==> src/rtl/ras_checkpointed_pkg.sv <==
// ras_checkpointed_pkg: fetch/RAS and FIFO control interface structs
package ras_checkpointed_pkg;
  typedef struct packed {
    logic push;
    logic pop;
    logic [31:0] new_addr;
    logic branch_fetched;
  } ras_fetch_intf_o;

  typedef struct packed {
    logic [31:0] addr;
  } ras_fetch_intf_i;

  typedef struct packed {
    logic push;
    logic pop;
  } fifo_structure_intf_i;

  typedef struct packed {
    logic valid;
    logic full;
  } fifo_structure_intf_o;
endpackage

==> src/rtl/cva5_fifo.sv <==
// cva5_fifo: circular FIFO with async head read, synchronous clear and full-with-pop acceptance
module cva5_fifo
  import ras_checkpointed_pkg::*;
#(
  parameter int DATA_WIDTH = 3,
  parameter int FIFO_DEPTH = 8
) (
  input  logic                  clk,
  input  logic                  rst,
  input  logic                  clear,
  input  fifo_structure_intf_i  ctl,
  input  logic [DATA_WIDTH-1:0] data_in,
  output fifo_structure_intf_o  status,
  output logic [DATA_WIDTH-1:0] data_out
);
  localparam int PW = $clog2(FIFO_DEPTH);
  logic [PW-1:0] rd_ptr, wr_ptr;
  logic [PW:0] count;
  logic [DATA_WIDTH-1:0] mem [FIFO_DEPTH];
  logic do_pop, do_push;

  assign status.valid = count != '0;
  assign status.full = count == (PW+1)'(FIFO_DEPTH);
  assign do_pop = ctl.pop & status.valid & ~clear;
  assign do_push = ctl.push & (~status.full | do_pop) & ~clear;
  assign data_out = mem[rd_ptr];

  // storage write; a push while full only lands when the head is leaving
  always_ff @(posedge clk)
    if (do_push) mem[wr_ptr] <= data_in;

  // pointers and occupancy; clear empties the FIFO
  always_ff @(posedge clk or negedge rst)
    if (!rst) begin
      rd_ptr <= '0;
      wr_ptr <= '0;
      count <= '0;
    end else if (clear) begin
      rd_ptr <= '0;
      wr_ptr <= '0;
      count <= '0;
    end else begin
      rd_ptr <= rd_ptr + PW'(do_pop);
      wr_ptr <= wr_ptr + PW'(do_push);
      count <= count + (PW+1)'(do_push) - (PW+1)'(do_pop);
    end
endmodule

==> src/rtl/lutram_1w_1r.sv <==
// lutram_1w_1r: distributed RAM with one synchronous write port and one async read port
module lutram_1w_1r #(
  parameter int WIDTH = 32,
  parameter int DEPTH = 8
) (
  input  logic                     clk,
  input  logic                     we,
  input  logic [$clog2(DEPTH)-1:0] waddr,
  input  logic [WIDTH-1:0]         wdata,
  input  logic [$clog2(DEPTH)-1:0] raddr,
  output logic [WIDTH-1:0]         rdata
);
  logic [WIDTH-1:0] ram [DEPTH];

  // contents are deliberately not reset
  always_ff @(posedge clk)
    if (we) ram[waddr] <= wdata;

  assign rdata = ram[raddr];
endmodule

==> src/rtl/ras_checkpointed.sv <==
// ras_checkpointed: return-address stack with per-branch pointer checkpoints for flush recovery
module ras_checkpointed
  import ras_checkpointed_pkg::*;
#(
  parameter int RAS_DEPTH = 8,
  parameter int TRACK_DEPTH = 8,
  parameter bit CHECK = 1'b1
) (
  input  logic            clk,
  input  logic            rst,
  input  ras_fetch_intf_o fetch_ras,
  output ras_fetch_intf_i ras_fetch,
  input  logic            branch_retired,
  input  logic            flush,
  output logic            track_overflow
);
  localparam int IW = $clog2(RAS_DEPTH);
  logic [IW-1:0] read_index, next_index, write_index, head;
  logic stack_we;
  fifo_structure_intf_i fifo_ctl;
  fifo_structure_intf_o fifo_status;

  // pointer after this cycle's push/pop; push&pop replaces the top in place
  always_comb begin
    next_index = (fetch_ras.push & ~fetch_ras.pop) ? read_index + IW'(1) :
                 (fetch_ras.pop & ~fetch_ras.push) ? read_index - IW'(1) : read_index;
    write_index = fetch_ras.pop ? read_index : read_index + IW'(1);
    stack_we = fetch_ras.push & ~flush;
    fifo_ctl.push = fetch_ras.branch_fetched & ~flush;
    fifo_ctl.pop = branch_retired & ~flush;
  end

  lutram_1w_1r #(.WIDTH(32), .DEPTH(RAS_DEPTH)) stack (
    .clk(clk),
    .we(stack_we),
    .waddr(write_index),
    .wdata(fetch_ras.new_addr),
    .raddr(read_index),
    .rdata(ras_fetch.addr)
  );

  cva5_fifo #(.DATA_WIDTH(IW), .FIFO_DEPTH(TRACK_DEPTH)) checkpoints (
    .clk(clk),
    .rst(rst),
    .clear(flush),
    .ctl(fifo_ctl),
    .data_in(next_index),
    .status(fifo_status),
    .data_out(head)
  );

  // flush rewinds to the oldest in-flight branch checkpoint, otherwise follow push/pop
  always_ff @(posedge clk or negedge rst)
    if (!rst) read_index <= '0;
    else read_index <= flush ? (fifo_status.valid ? head : read_index) : next_index;

  // sticky flag for a checkpoint that had no room and was dropped
  always_ff @(posedge clk or negedge rst)
    if (!rst) track_overflow <= 1'b0;
    else if (~flush & fetch_ras.branch_fetched & fifo_status.full & ~branch_retired) track_overflow <= 1'b1;

  if (CHECK) begin : g_chk
    a_track_full: assert property (@(posedge clk) disable iff (!rst)
      !(!flush && fetch_ras.branch_fetched && fifo_status.full && !branch_retired));
    a_track_empty: assert property (@(posedge clk) disable iff (!rst)
      !(!flush && branch_retired && !fifo_status.valid));
  end
endmodule

==> config.mk <==
export PLATFORM = sky130hd
export DESIGN_NAME = ras_checkpointed
export DESIGN_NICKNAME = d
export VERILOG_FILES = /design/src/rtl/ras_checkpointed_pkg.sv /design/src/rtl/cva5_fifo.sv /design/src/rtl/lutram_1w_1r.sv /design/src/rtl/ras_checkpointed.sv
export SDC_FILE = /design/constraint.sdc
export NUM_CORES = 1
export LEC_CHECK = 0
export ABC_AREA = 1
export ABC_CLOCK_PERIOD_IN_PS = 7890
export CAP_MARGIN = 0
export CORE_MARGIN = 1.5
export CORE_UTILIZATION = 60
export CTS_BUF_LIST = sky130_fd_sc_hd__clkbuf_16
export DETAILED_ROUTE_END_ITERATION = 6
export GPL_ROUTABILITY_DRIVEN = 0
export PLACE_DENSITY_LB_ADDON = 0.08
export SYNTH_ARGS = -nofsm -noshare
export SYNTH_HDL_FRONTEND = slang
export SYNTH_SLANG_ARGS = --single-unit
export TNS_END_PERCENT = 100
==> constraint.sdc <==
create_clock -name clk -period 7.89 [get_ports clk]
set_input_delay 1.1835 -clock clk [delete_from_list [all_inputs] [get_ports clk]]
set_output_delay 1.1835 -clock clk [all_outputs]
set_load 0.01 [all_outputs]
; Word-level counts from Yosys, hierarchy flattened
; Memory sizes are Yosys's and may differ from the RTL's.
; Index checks and enable logic that the tools add are counted.
[totals]
mem_bits_rw = 280
input_bits = 39
elab_cells = 45
out_inout_bits = 33
ff_bits = 14
memories = 2
[classes]
n_reduce_logical = 1
bitwise_logic = 17
muxes = 12
n_addsub = 6
eq_ne = 2
[memory_table]
columns = name, depth, width, rd, rd_ports_with_merged_regs, wr, line_no
row1 = stack.ram, 8, 32, 1, 0, 1, lutram_1w_1r.sv:13  ; logic [WIDTH-1:0] ram [DEPTH];
row2 = checkpoints.mem, 8, 3, 1, 0, 1, cva5_fifo.sv:19  ; logic [DATA_WIDTH-1:0] mem [FIFO_DEPTH];
[ops]
columns = cell, count
row1 = $mux 3, 7
row2 = $and 1x1->1, 11
row3 = $add 3x1->3, 2
row4 = $not 1->1, 5
row5 = $add 4x1->4, 1
row6 = $eq 4x4->1 const B, 1
row7 = $mux 1, 4
row8 = $mux 4, 1
row9 = $reduce_bool 4->1, 1
row10 = $sub 4x1->4, 1
row11 = $add 3x1->3 const B, 1
row12 = $sub 3x1->3 const B, 1
row13 = $ne 2x1->1 const B, 1
row14 = $or 1x1->1, 1

; Logic depth before layout (Yosys ltp)
[logic_depth]
ltp_word = 10
ltp_mapped = 14
mapped_depth_nobuf = 14

; Cells and area by module
; A second synthesis with hierarchy kept.
[hier_totals]
hier_cells = 1371
hier_area_um2 = 13345.3
[modules_own_cells]
columns = module, area_each_um2, instances, seq_area_each_um2, cells_per_inst
row1 = lutram_1w_1r, 11232.0, 1, 7687.4, 1124
row2 = cva5_fifo, 1719.1, 1, 970.9, 187
row3 = ras_checkpointed, 394.1, 1, 100.1, 60

; Least setup slack after synthesis
; OpenSTA, ideal clock, no wires.
[synth_timing]
path_type = input-to-reg
from = input port fetch_ras[33] in the netlist's numbering
to = memory stack.ram[4][0], enable pin
path_slack_ns = 4.248
required_ns = 7.469
arrival_time_ns = 3.221
cell_stages = 5
setup_time_ns = 0.421
n_path_buf = 1
path_cell_list = clkbuf_1 inv_1 o21ai_0 nand2_1 nor2_1
[synth_between]
elab_chain_cells = 1
[synth_rtl]
columns = item, line_no
row1 = "start, declared", ras_checkpointed.sv:11  ; input ras_fetch_intf_o fetch_ras,
row2 = $mux 3, ras_checkpointed.sv:27  ; write_index = fetch_ras.pop ? read_index : read_index + IW'(1);
row3 = "end, declared", lutram_1w_1r.sv:13
; Every way passes these cells.

==> flow_metrics.tcl <==
set metrics [dict create \
    die_h_um 144 \
    max_freq_mhz 205 \
    crit_arrival_ns 3.70 \
    endpoint_kind "primary output" \
    synth.distinct_cells 28 \
    rsz0062_at_grt "false" \
    cts.clk_slew.worst_paths_ns 0.06 \
    cts_setup_buffers 0 \
    run_status "finished, final reports clean" \
    fill_cells 1377 \
    start_util 0.611 \
    critPathMaxFanout 90 \
    synth_top_family_by_area "simple AND/OR/NAND/NOR gates" \
    synth_simple_gate_area_frac 0.112 \
    r2r_setup_slack_ns 3.56 \
    layout_commonest_cell "edfxtp_1" \
    synthAdderAreaFrac 0.0144 \
    period_minus_slack_ns 4.89 \
    cts_made_buffers 30 \
    min_to "track_overflow$_DFFE_PN0P_" \
    critPathLaunchType "register" \
    syn_inst 952 \
    die_area_um2 20600 \
    cts_resized 0 \
    syn-num-nets 1004 \
    first_pass_iters 5 \
    fin_area_um2 13600 \
    die_w_um 144 \
    clockBufferDepth 3 \
    grt_max_degree 91 \
    yosys_warnings 0 \
    relSlewSlack 0.181 \
    grtUsageTotal 0.242 \
    final_cell_mix "edfxtp_1 (280), nor2_1 (166), nand2_1 (151), o21ai_0 (92), clkdlybuf4s50_1 (71)" \
    setup_viol 0 \
    synth-xor-area-share 0.00148 \
    detail_route.wl_per_cell_um 18.6 \
    peakVddDrop_mv 0.274 \
    synthesis.area_um2 11900 \
    cts_num_sinks 294 \
    grt_remaining_overflow 0 \
    grt_pass1_vias 7239 \
    finalNetCount 1063 \
    synth_top_area_share 0.709 \
    r2r_cells 7 \
    synth.area.top_cells "edfxtp_1 (71%), nor2_1 (5.5%), nand2_1 (4.8%), o21ai_0 (3.9%), o22ai_1 (3.4%)" \
    detail-route-antenna-nets 0 \
    required_ns 6.71 \
    yosysSeqAreaShare 0.739 \
    fin_skew_ns 0.0175 \
    worst_slew_pin_slew_ns 1.23 \
    final_cell_count_no_fill 1298 \
    holdWs_ns 0.460 \
    synthMuxAreaShare 0 \
    rr_endpoint "stack.ram[7][30]$_DFFE_PP_" \
    register_area_um2 8760 \
    multi_input_area_um2 2720 \
    hold_start "track_overflow$_DFFE_PN0P_" \
    placeableCoreArea_um2 19400 \
    cts_tree "built" \
    min_period_over_period 0.620 \
    hold_class "reg2reg" \
    pin_count 72 \
    antenna_found_initial 0 \
    syn_area_per_cell_um2 12.4 \
    rows 51 \
    leakagePower_uw 0.00477 \
    power_density_nw_per_um2 362 \
    finalHoldViolations 0 \
    power_uw 4930 \
    vias 7427 \
    wirelength_mm 24.2 \
    n_antenna_cell 0 \
    synth_top_area_cell "edfxtp_1" \
    fin_tns_setup_ns 0 \
    syn_to_final_growth_pct 15.1 \
    route.detailed.drc 0 \
    finalMaxSlewViolations 0 \
    drt-initial-drc-count 685 \
    viasPerCell 5.72 \
    reg2reg_from "read_index[0]$_DFFE_PN0P_" \
    ys_ff_latch 294 \
    portBuffers 71 \
    synth_compound_area_frac 0.0966 \
    htree_levels 1 \
    hpwl_mm 12.9 \
    post_dp_cell_area_um2 12700 \
    whs_path_depth 1 \
    critPathKind "reg2out" \
    dp_cells 1244 \
    grt_pass1_wl_mm 38.2 \
    drive_above_1_share 0.0591 \
    ctsHoldBuffers 0 \
    root_buffer "clkbuf_16" \
    drv_cap 0 \
    clock_latency_ns 0.57 \
]
==> cells by family after synthesis <==
family,Yosys count
xor+xnor,2
fa+ha+maj,13
buf+inv,86
flops,294
simple gates,345
compound gates,212
==> synthesized netlist by cell type <==
library cell / count
xor2_1: 1
nand3_1: 15
fa_1: 1
o22ai_1: 64
inv_1: 29
buf_1: 2
buf_6: 9
nor2_1: 174
nand2_2: 2
buf_2: 8
clkbuf_1: 26
nor3_1: 1
edfxtp_1: 280
a21oi_1: 5
clkinv_1: 2
nor3b_1: 1
o21ai_0: 92
inv_4: 1
clkbuf_2: 1
nand4_1: 1
dfrtp_1: 14
xnor2_1: 1
a21o_1: 1
nand2_1: 151
o21ai_1: 49
ha_1: 12
buf_4: 8
a31oi_1: 1
==> layer usage <==
metal  wire (um)  vias up  GRT usage
met2       11600      258      0.397
li1            -     3513          -
met5           0        -          0
met1       10500     3625      0.340
met3        1720       31     0.0367
met4         370        0     0.0704
==> registers in the layout, indices dropped and copies added (netlist names) <==
signal              cells
track_overflow          1
checkpoints.wr_ptr      3
checkpoints.rd_ptr      3
stack.ram             256
checkpoints.count       4
checkpoints.mem        24
read_index              3
==> worst max-delay path, stage by stage (launching register included) <==
cell and delay (ns):
dfrtp_4 0.73, inv_4 0.44, buf_4 0.78, o21ai_0 0.21, o22ai_1 0.16, nand2_1 0.08, nand2_1 0.09, clkdlybuf4s50_1 0.53
==> worst max path at each step <==
stage                               from                   endpoint  slack, ns  cells after the start
3_5_place_dp   read_index[0]$_DFFE_PN0P_               ras_fetch[9]       3.61                      7
4_1_cts        read_index[0]$_DFFE_PN0P_               ras_fetch[9]       3.02                      7
6_report       read_index[0]$_DFFE_PN0P_              ras_fetch[21]       3.00                      7
5_1_grt        read_index[0]$_DFFE_PN0P_              ras_fetch[15]       2.73                      7
2_1_floorplan              fetch_ras[33]  stack.ram[4][0]$_DFFE_PP_       4.25                      5
3_3_place_gp   read_index[0]$_DFFE_PN0P_               ras_fetch[8]       3.68                      7
==> where the power goes <==
group / leakage (uW) / switching, uW / internal [uW]
Sequential: 0.00271 / 85.3 / 1870
Clock: 0.000482 / 561 / 752
Combinational: 0.00158 / 1040 / 629
==> cell type report <==
class,count,share of cell area
Clock inverter,24,0.0127
Timing Repair Buffer,81,0.0576
Sequential cell,294,0.642
Inverter,32,0.00899
Tap cell,265,0.0243
Clock buffer,30,0.0550
Multi-Input combinational cell,572,0.199
==> stage by stage <==
step,utilization,worst slack (ns)
detailed placement,0.656,3.61
finish,0.703,3.00
floorplan,-,4.25
global route,0.703,2.73
CTS,0.703,3.02
global placement,0.656,3.68
Note: power is estimated with default switching activity, not from simulation.
